$ cat config.mk
export PLATFORM = sky130hd
export DESIGN_NAME = pulse_train_gen
export DESIGN_NICKNAME = d
export VERILOG_FILES = /design/src/rtl/pulse_train_gen.sv
export SDC_FILE = /design/constraint.sdc
export NUM_CORES = 1
export LEC_CHECK = 0
export ABC_AREA = 1
export ABC_CLOCK_PERIOD_IN_PS = 2490
export CORE_UTILIZATION = 61
export DETAILED_ROUTE_END_ITERATION = 8
export PLACE_DENSITY = 0.81
export SKIP_CTS_REPAIR_TIMING = 1
export SKIP_LAST_GASP = 1
export SYNTH_ARGS = -nofsm -noshare
export SYNTH_HDL_FRONTEND = slang
export SYNTH_SLANG_ARGS = --single-unit
$ cat constraint.sdc
create_clock -name clk -period 2.49 [get_ports clk]
set_clock_uncertainty 0.05 [all_clocks]
set_input_delay 0.249 -clock clk [delete_from_list [all_inputs] [get_ports clk]]
set_output_delay 0.249 -clock clk [all_outputs]
set_load 0.05 [all_outputs]
$ cat src/rtl/pulse_train_gen.sv
`default_nettype none
// ============================================================================
//  Module      : pulse_train_gen
//  Description : Multi-channel programmable pulse-train generator. A trigger
//                starts an optional delay followed by N high/low pulses.
//  Revision    : 1.0  initial release
// ============================================================================
module pulse_train_gen #(
    parameter int CH = 4,
    parameter int W  = 8
) (
    input  logic          clk,
    input  logic          rst_n,
    input  logic [CH-1:0] trig_i,
    input  logic [CH-1:0] abort_i,
    input  logic [W-1:0]  cfg_delay_i,
    input  logic [W-1:0]  cfg_high_i,
    input  logic [W-1:0]  cfg_low_i,
    input  logic [W-1:0]  cfg_num_i,
    input  logic          retrig_en_i,
    output logic [CH-1:0] dout_o,
    output logic [CH-1:0] busy_o,
    output logic [CH-1:0] done_o
);

    localparam logic [W-1:0] C_ONE = W'(1);

    typedef enum logic [1:0] {
        ST_IDLE  = 2'd0,
        ST_DELAY = 2'd1,
        ST_HIGH  = 2'd2,
        ST_LOW   = 2'd3
    } state_t;

    // Zero-valued high/low/count fields behave as 1; shared by every channel.
    logic [W-1:0] w_high_eff;
    logic [W-1:0] w_low_eff;
    logic [W-1:0] w_num_eff;

    assign w_high_eff = (cfg_high_i == '0) ? C_ONE : cfg_high_i;
    assign w_low_eff  = (cfg_low_i  == '0) ? C_ONE : cfg_low_i;
    assign w_num_eff  = (cfg_num_i  == '0) ? C_ONE : cfg_num_i;

    for (genvar g = 0; g < CH; g++) begin : g_ch
        state_t       state_q, state_d;
        logic [W-1:0] cnt_q,   cnt_d;
        logic [W-1:0] pulse_q, pulse_d;
        logic [W-1:0] high_q,  high_d;
        logic [W-1:0] low_q,   low_d;
        logic [W-1:0] num_q,   num_d;
        logic         dout_q,  dout_d;
        logic         done_q,  done_d;
        logic         w_accept;

        assign w_accept = trig_i[g] & ((state_q == ST_IDLE) | retrig_en_i);

        always_comb begin
            state_d = state_q;
            cnt_d   = cnt_q;
            pulse_d = pulse_q;
            high_d  = high_q;
            low_d   = low_q;
            num_d   = num_q;
            done_d  = 1'b0;

            if (abort_i[g]) begin
                state_d = ST_IDLE;
            end else if (w_accept) begin
                high_d  = w_high_eff;
                low_d   = w_low_eff;
                num_d   = w_num_eff;
                pulse_d = '0;
                if (cfg_delay_i == '0) begin
                    state_d = ST_HIGH;
                    cnt_d   = w_high_eff - C_ONE;
                end else begin
                    state_d = ST_DELAY;
                    cnt_d   = cfg_delay_i - C_ONE;
                end
            end else begin
                // cnt_q holds the cycles remaining in the current state minus one.
                case (state_q)
                    ST_DELAY: begin
                        if (cnt_q == '0) begin
                            state_d = ST_HIGH;
                            cnt_d   = high_q - C_ONE;
                        end else begin
                            cnt_d = cnt_q - C_ONE;
                        end
                    end
                    ST_HIGH: begin
                        if (cnt_q != '0) begin
                            cnt_d = cnt_q - C_ONE;
                        end else if (pulse_q + C_ONE == num_q) begin
                            state_d = ST_IDLE;
                            done_d  = 1'b1;
                        end else begin
                            state_d = ST_LOW;
                            pulse_d = pulse_q + C_ONE;
                            cnt_d   = low_q - C_ONE;
                        end
                    end
                    ST_LOW: begin
                        if (cnt_q == '0) begin
                            state_d = ST_HIGH;
                            cnt_d   = high_q - C_ONE;
                        end else begin
                            cnt_d = cnt_q - C_ONE;
                        end
                    end
                    default: begin
                        state_d = ST_IDLE;
                    end
                endcase
            end

            dout_d = (state_d == ST_HIGH);
        end

        always_ff @(posedge clk or negedge rst_n) begin
            if (!rst_n) begin
                state_q <= ST_IDLE;
                cnt_q   <= '0;
                pulse_q <= '0;
                high_q  <= '0;
                low_q   <= '0;
                num_q   <= '0;
                dout_q  <= 1'b0;
                done_q  <= 1'b0;
            end else begin
                state_q <= state_d;
                cnt_q   <= cnt_d;
                pulse_q <= pulse_d;
                high_q  <= high_d;
                low_q   <= low_d;
                num_q   <= num_d;
                dout_q  <= dout_d;
                done_q  <= done_d;
            end
        end

        assign dout_o[g] = dout_q;
        assign busy_o[g] = (state_q != ST_IDLE);
        assign done_o[g] = done_q;
    end

endmodule
`default_nettype wire
Word-level counts from Yosys, hierarchy flattened
Index checks and enable logic that the tools add are counted.
W data, S select, Z words.
{"block": "totals", "input_bits": 43, "ff_bits": 176, "out_inout_bits": 12}
{"block": "op_classes", "n_addsub": 18, "bitwise_logic": 12, "n_eq_ne": 32, "reduce_logical": 44, "mux": 85}
{"cell": "$mux W8", "count": 36}
{"cell": "$sub A8 B1 Y8 const B", "count": 14}
{"cell": "$logic_not A8 Y1", "count": 8}
{"cell": "$pmux W8 S2", "count": 4}
{"cell": "$mux W2", "count": 21}
{"cell": "$add A8 B1 Y8 const B", "count": 4}
{"cell": "$eq A8 B8 Y1", "count": 4}
{"cell": "$reduce_bool A8 Y1", "count": 4}
{"cell": "$eq A2 B2 Y1 const B", "count": 12}
{"cell": "$mux W1", "count": 20}
{"cell": "$ne A2 B2 Y1 const B", "count": 8}
{"cell": "$ne A4 B4 Y1 const B", "count": 4}
{"cell": "$pmux W2 S2", "count": 4}
{"cell": "$reduce_and A4 Y1", "count": 4}
{"cell": "$reduce_bool A2 Y1", "count": 8}
{"cell": "$reduce_and A3 Y1", "count": 4}
{"cell": "$reduce_bool A3 Y1", "count": 4}
{"cell": "$eq A2 B1 Y1 const B", "count": 4}
{"cell": "$logic_not A2 Y1", "count": 4}
{"cell": "$reduce_and A2 Y1", "count": 4}
{"cell": "$reduce_or A2 Y1", "count": 4}
{"cell": "$and A1 B1 Y1", "count": 4}
{"cell": "$not A1 Y1", "count": 4}
{"cell": "$or A1 B1 Y1", "count": 4}

Longest topological paths before layout
{"block": "depth", "ltp_word": 8, "depth_mapped": 17, "depth_no_buf": 16}

Worst setup path before layout
OpenSTA, ideal clock, no wires.
{"block": "synth_timing", "path_type": "input-to-reg", "start": "input port cfg_delay_i[7]", "end": "register g_ch[0].cnt_q[6]", "setup_slack_ns": 0.420, "required_time_ns": 2.375, "t_arrival_ns": 1.956, "cell_stages": 14, "path_buffers": 1, "path_cell_list": "nor2_1 nand2_1 nor2_1 buf_2 a21oi_1 ha_1 inv_1 nor2_1 nand2_1 o21ai_0 nand3_1 nand2_1 nand2_1 nand2_1"}
{"block": "synth_via", "elab_chain_len": 3}
{"element": "start, declared", "line": "16", "text": "input logic [W-1:0] cfg_delay_i,"}
{"element": "$logic_not A8 Y1", "line": "73", "text": "if (cfg_delay_i == '0) begin"}
{"element": "$mux W8", "line": "73"}
{"element": "$mux W8", "line": "68", "text": "end else if (w_accept) begin"}
{"element": "end signal, assigned", "line": "132", "text": "cnt_q <= cnt_d;"}
{"element": "end, declared", "line": "46", "text": "logic [W-1:0] cnt_q, cnt_d;"}
Every way passes these cells.
A chain may end at the register's enable or synchronous reset.

Final worst setup path
{"block": "layout_timing", "start": "register g_ch[3].pulse_q[1]", "end": "register g_ch[3].cnt_q[3]"}
{"block": "layout_via", "elab_chain_len": 4}
{"element": "start, declared", "line": "47", "text": "logic [W-1:0] pulse_q, pulse_d;"}
{"element": "start signal, assigned", "line": "133", "text": "pulse_q <= pulse_d;"}
{"element": "$add A8 B1 Y8", "line": "94", "text": "end else if (pulse_q + C_ONE == num_q) begin"}
{"element": "$eq A8 B8 Y1", "line": "94"}
{"element": "$ne A4 B4 Y1 (no line)"}
{"element": "$reduce_and A3 Y1 (no line)"}
{"element": "end signal, assigned", "line": "132"}
{"element": "end, declared", "line": "46"}
Every way passes these cells.

==> run metrics <==
Inst Count DP=1957; post-layout util=71.6%; post-synthesis cell area=11200 sq um; CP cell instances=ha_1 -> inv_1 -> nand2_1 -> nand2_1 -> nor2_1 -> nand2_1 -> nor2_1 -> nand3_1 -> nor2_1 -> nand4_1 -> nand2_2 -> inv_1 -> nand2_1 -> nand2_1; critical-path maximum fanout=5; synth warn=0; Synth Instances=1657; crit-path most repeated cell=nand2_1; share of cells above drive strength 1=8.33%; die width=137 microns; Startpoint Class=register; Pwr per Cell Area=777 nW/um^2; WS Path Type=reg -> reg; core box area=18000 sq um; die area=18800 sq um; top_reg_cell synth=dfrtp_1; FF+latch area=4400 sq um; Sinks on Clock Net=176; First DRT Iteration DRCs=1069; fin crit share=94.3%; fin nets=1813; P_leak=6.51 nW; initial antenna violation count=0; Cell Count, Final, Fillers Out=1994; asr flop ratio synth=100%; Final setup viols=0; CP Capture Type=register; vias in the first global route=10200; via count=11100; antenna-violating nets left=0; placement row count=49; global route total overflow=0; IO Count=55; All-Layer GR Usage=34.3%; drt drc=0; commonest cells after routing, fill and taps aside=nand2_1 (564), inv_1 (218), dfrtp_1 (176); routability cong.=0.991; Ant. Diodes=0; Worst setup startpoint=g_ch[3].pulse_q[1]$_DFFE_PN0P_; count of input and output buffers=54; initial core utilization=62.1%; leading cell type in the layout, fill and taps excluded=nand2_1; Worst EP arrival=2610 ps; post-layout min period=2350 ps; Max-cap violations=0; Max-slew headroom=52.3%; area of the multi-input gates=5700 sq um; Clk Latency, worst-skew pair=430 ps; CTS tree=yes; worst r2r src=g_ch[3].pulse_q[1]$_DFFE_PN0P_; critical path's largest stage delay=430 ps; largest net degree at the start of global routing=70; Routed wire per std cell=15.5 microns; area delta synth->final=15.2%; CP max stage cell=dfrtp_1; post-synth cell types=45; Die H=137 microns; clk slew on worst S/H paths=70 ps; routed wire length=30.9 mm; Final Hold Viols=0; H-tree depth=4; Tightest Pin Transition=714 ps; fmax=0.426 GHz; classification of the worst-slack hold path=in -> async; Vias/cell=5.55; CTS Buf Count=17; clock tree buffer depth=2; register area share after synthesis=39.5%; Post-Syn Area per Cell=6.73 sq um; first-pass GRT wire length=49.5 mm; outcome=finished, final reports clean; Seq cells post-synth=176; clk root buf=clkbuf_16; DP HPWL=23.0 mm; Filler cells=1498; Max IR drop VDD=0.671 mV; Worst Path Required=2750 ps; synthesized net count=1718; Post-synth EDFFs=0; Slew Viols, Final=0; drt pass-1 iters=5; Hold Slack=224 ps
[layer usage]
| metal | up-vias | share of wire [%] | global-route usage, % |
|---|---|---|---|
| li1 | 5473 | - | - |
| met1 | 5058 | 42 | 45.2 |
| met2 | 452 | 47 | 56.1 |
| met3 | 76 | 6.9 | 5.00 |
| met4 | 0 | 3.4 | 15.0 |
| met5 | - | 0 | 0 |
[final cells by class]
type,count,share of cell area [%]
timing repair buffer,118,8.16
multi-input combinational,1214,44.3
clock inverter,14,1.08
sequential,176,34.3
inverter,225,6.57
tap,229,2.23
clock buffer,18,3.42
[power by group]
part	internal [mW]	switching, mW
registers	3.41	0.473
clock network	1.50	1.16
logic	1.27	2.17
[metrics by stage]
stage	setup slack [ps]	TNS, ps	instance area, sq um	total power, mW
6_report	141	0	12900	9.99
5_1_grt	-53.1	-124	12900	10.7
4_1_cts	155	0	12800	9.96
3_5_place_dp	-122	-372	12200	7.25
3_3_place_gp	-2.91	-2.91	12200	7.15
2_1_floorplan	420	0	11200	6.26
[state kept, by name, indices dropped and copies added, names as in the netlist]
name          cells
g_ch.cnt_q       32
g_ch.done_q       4
g_ch.dout_q       4
g_ch.high_q      32
g_ch.low_q       32
g_ch.num_q       32
g_ch.pulse_q     32
g_ch.state_q      8
[path summary, 6_finish.rpt]
check | slack, ps | end | depth (start not counted)
max | 140 | g_ch[3].cnt_q[3]$_DFFE_PN0P_ | 14
min | 220 | g_ch[1].pulse_q[2]$_DFFE_PN0P_ | 2
max reg2reg | 140 | g_ch[3].cnt_q[3]$_DFFE_PN0P_ | 14
min reg2reg | 440 | g_ch[3].cnt_q[7]$_DFFE_PN0P_ | 2
max in group asynchronous | 1460 | g_ch[3].high_q[5]$_DFFE_PN0P_ | 3
min in group clk | 440 | g_ch[2].num_q[4]$_DFFE_PN0P_ | 3
[kinds of logic after synthesis]
kind of cell             share of synthesized area (%)
multiplexers                                    0.0897
adder cells (fa/ha/maj)                           2.02
flip-flops                                        39.5
buffers and inverters                             9.67
AND/OR/NAND/NOR                                   34.9
XOR/XNOR                                          1.88
AO/OA/AOI/OAI                                     12.0
[cell usage after synthesis (5+ instances only)]
| cell type | count | area, sq um |
|---|---|---|
| o21ai_2 | 9 | 78.8 |
| inv_2 | 5 | 18.8 |
| ha_1 | 18 | 225 |
| nand2_2 | 8 | 50.1 |
| dfrtp_1 | 176 | 4400 |
| nor2_2 | 10 | 62.6 |
| clkbuf_1 | 23 | 86.3 |
| nor2_1 | 148 | 556 |
| nand2_1 | 566 | 2120 |
| a21oi_1 | 30 | 150 |
| nand3_1 | 156 | 781 |
| inv_1 | 218 | 818 |
| nand3b_1 | 7 | 52.6 |
| o22ai_1 | 6 | 37.5 |
| buf_6 | 5 | 56.3 |
| o221ai_1 | 7 | 61.3 |
| o21bai_1 | 5 | 37.5 |
| buf_4 | 9 | 67.6 |
| nand4_1 | 17 | 106 |
| a31oi_1 | 5 | 31.3 |
| xor2_1 | 16 | 140 |
| o21ai_0 | 161 | 806 |
| xnor2_1 | 8 | 70.1 |
[worst max-delay path: cells and delay by family, from the launching register on]
kind	cells	cell delay, ps
buffers and inverters	2	190
AND/OR/NAND/NOR	11	1240
flip-flops	1	430
adder cells (fa/ha/maj)	1	340
(Power assumes the default switching activity.)
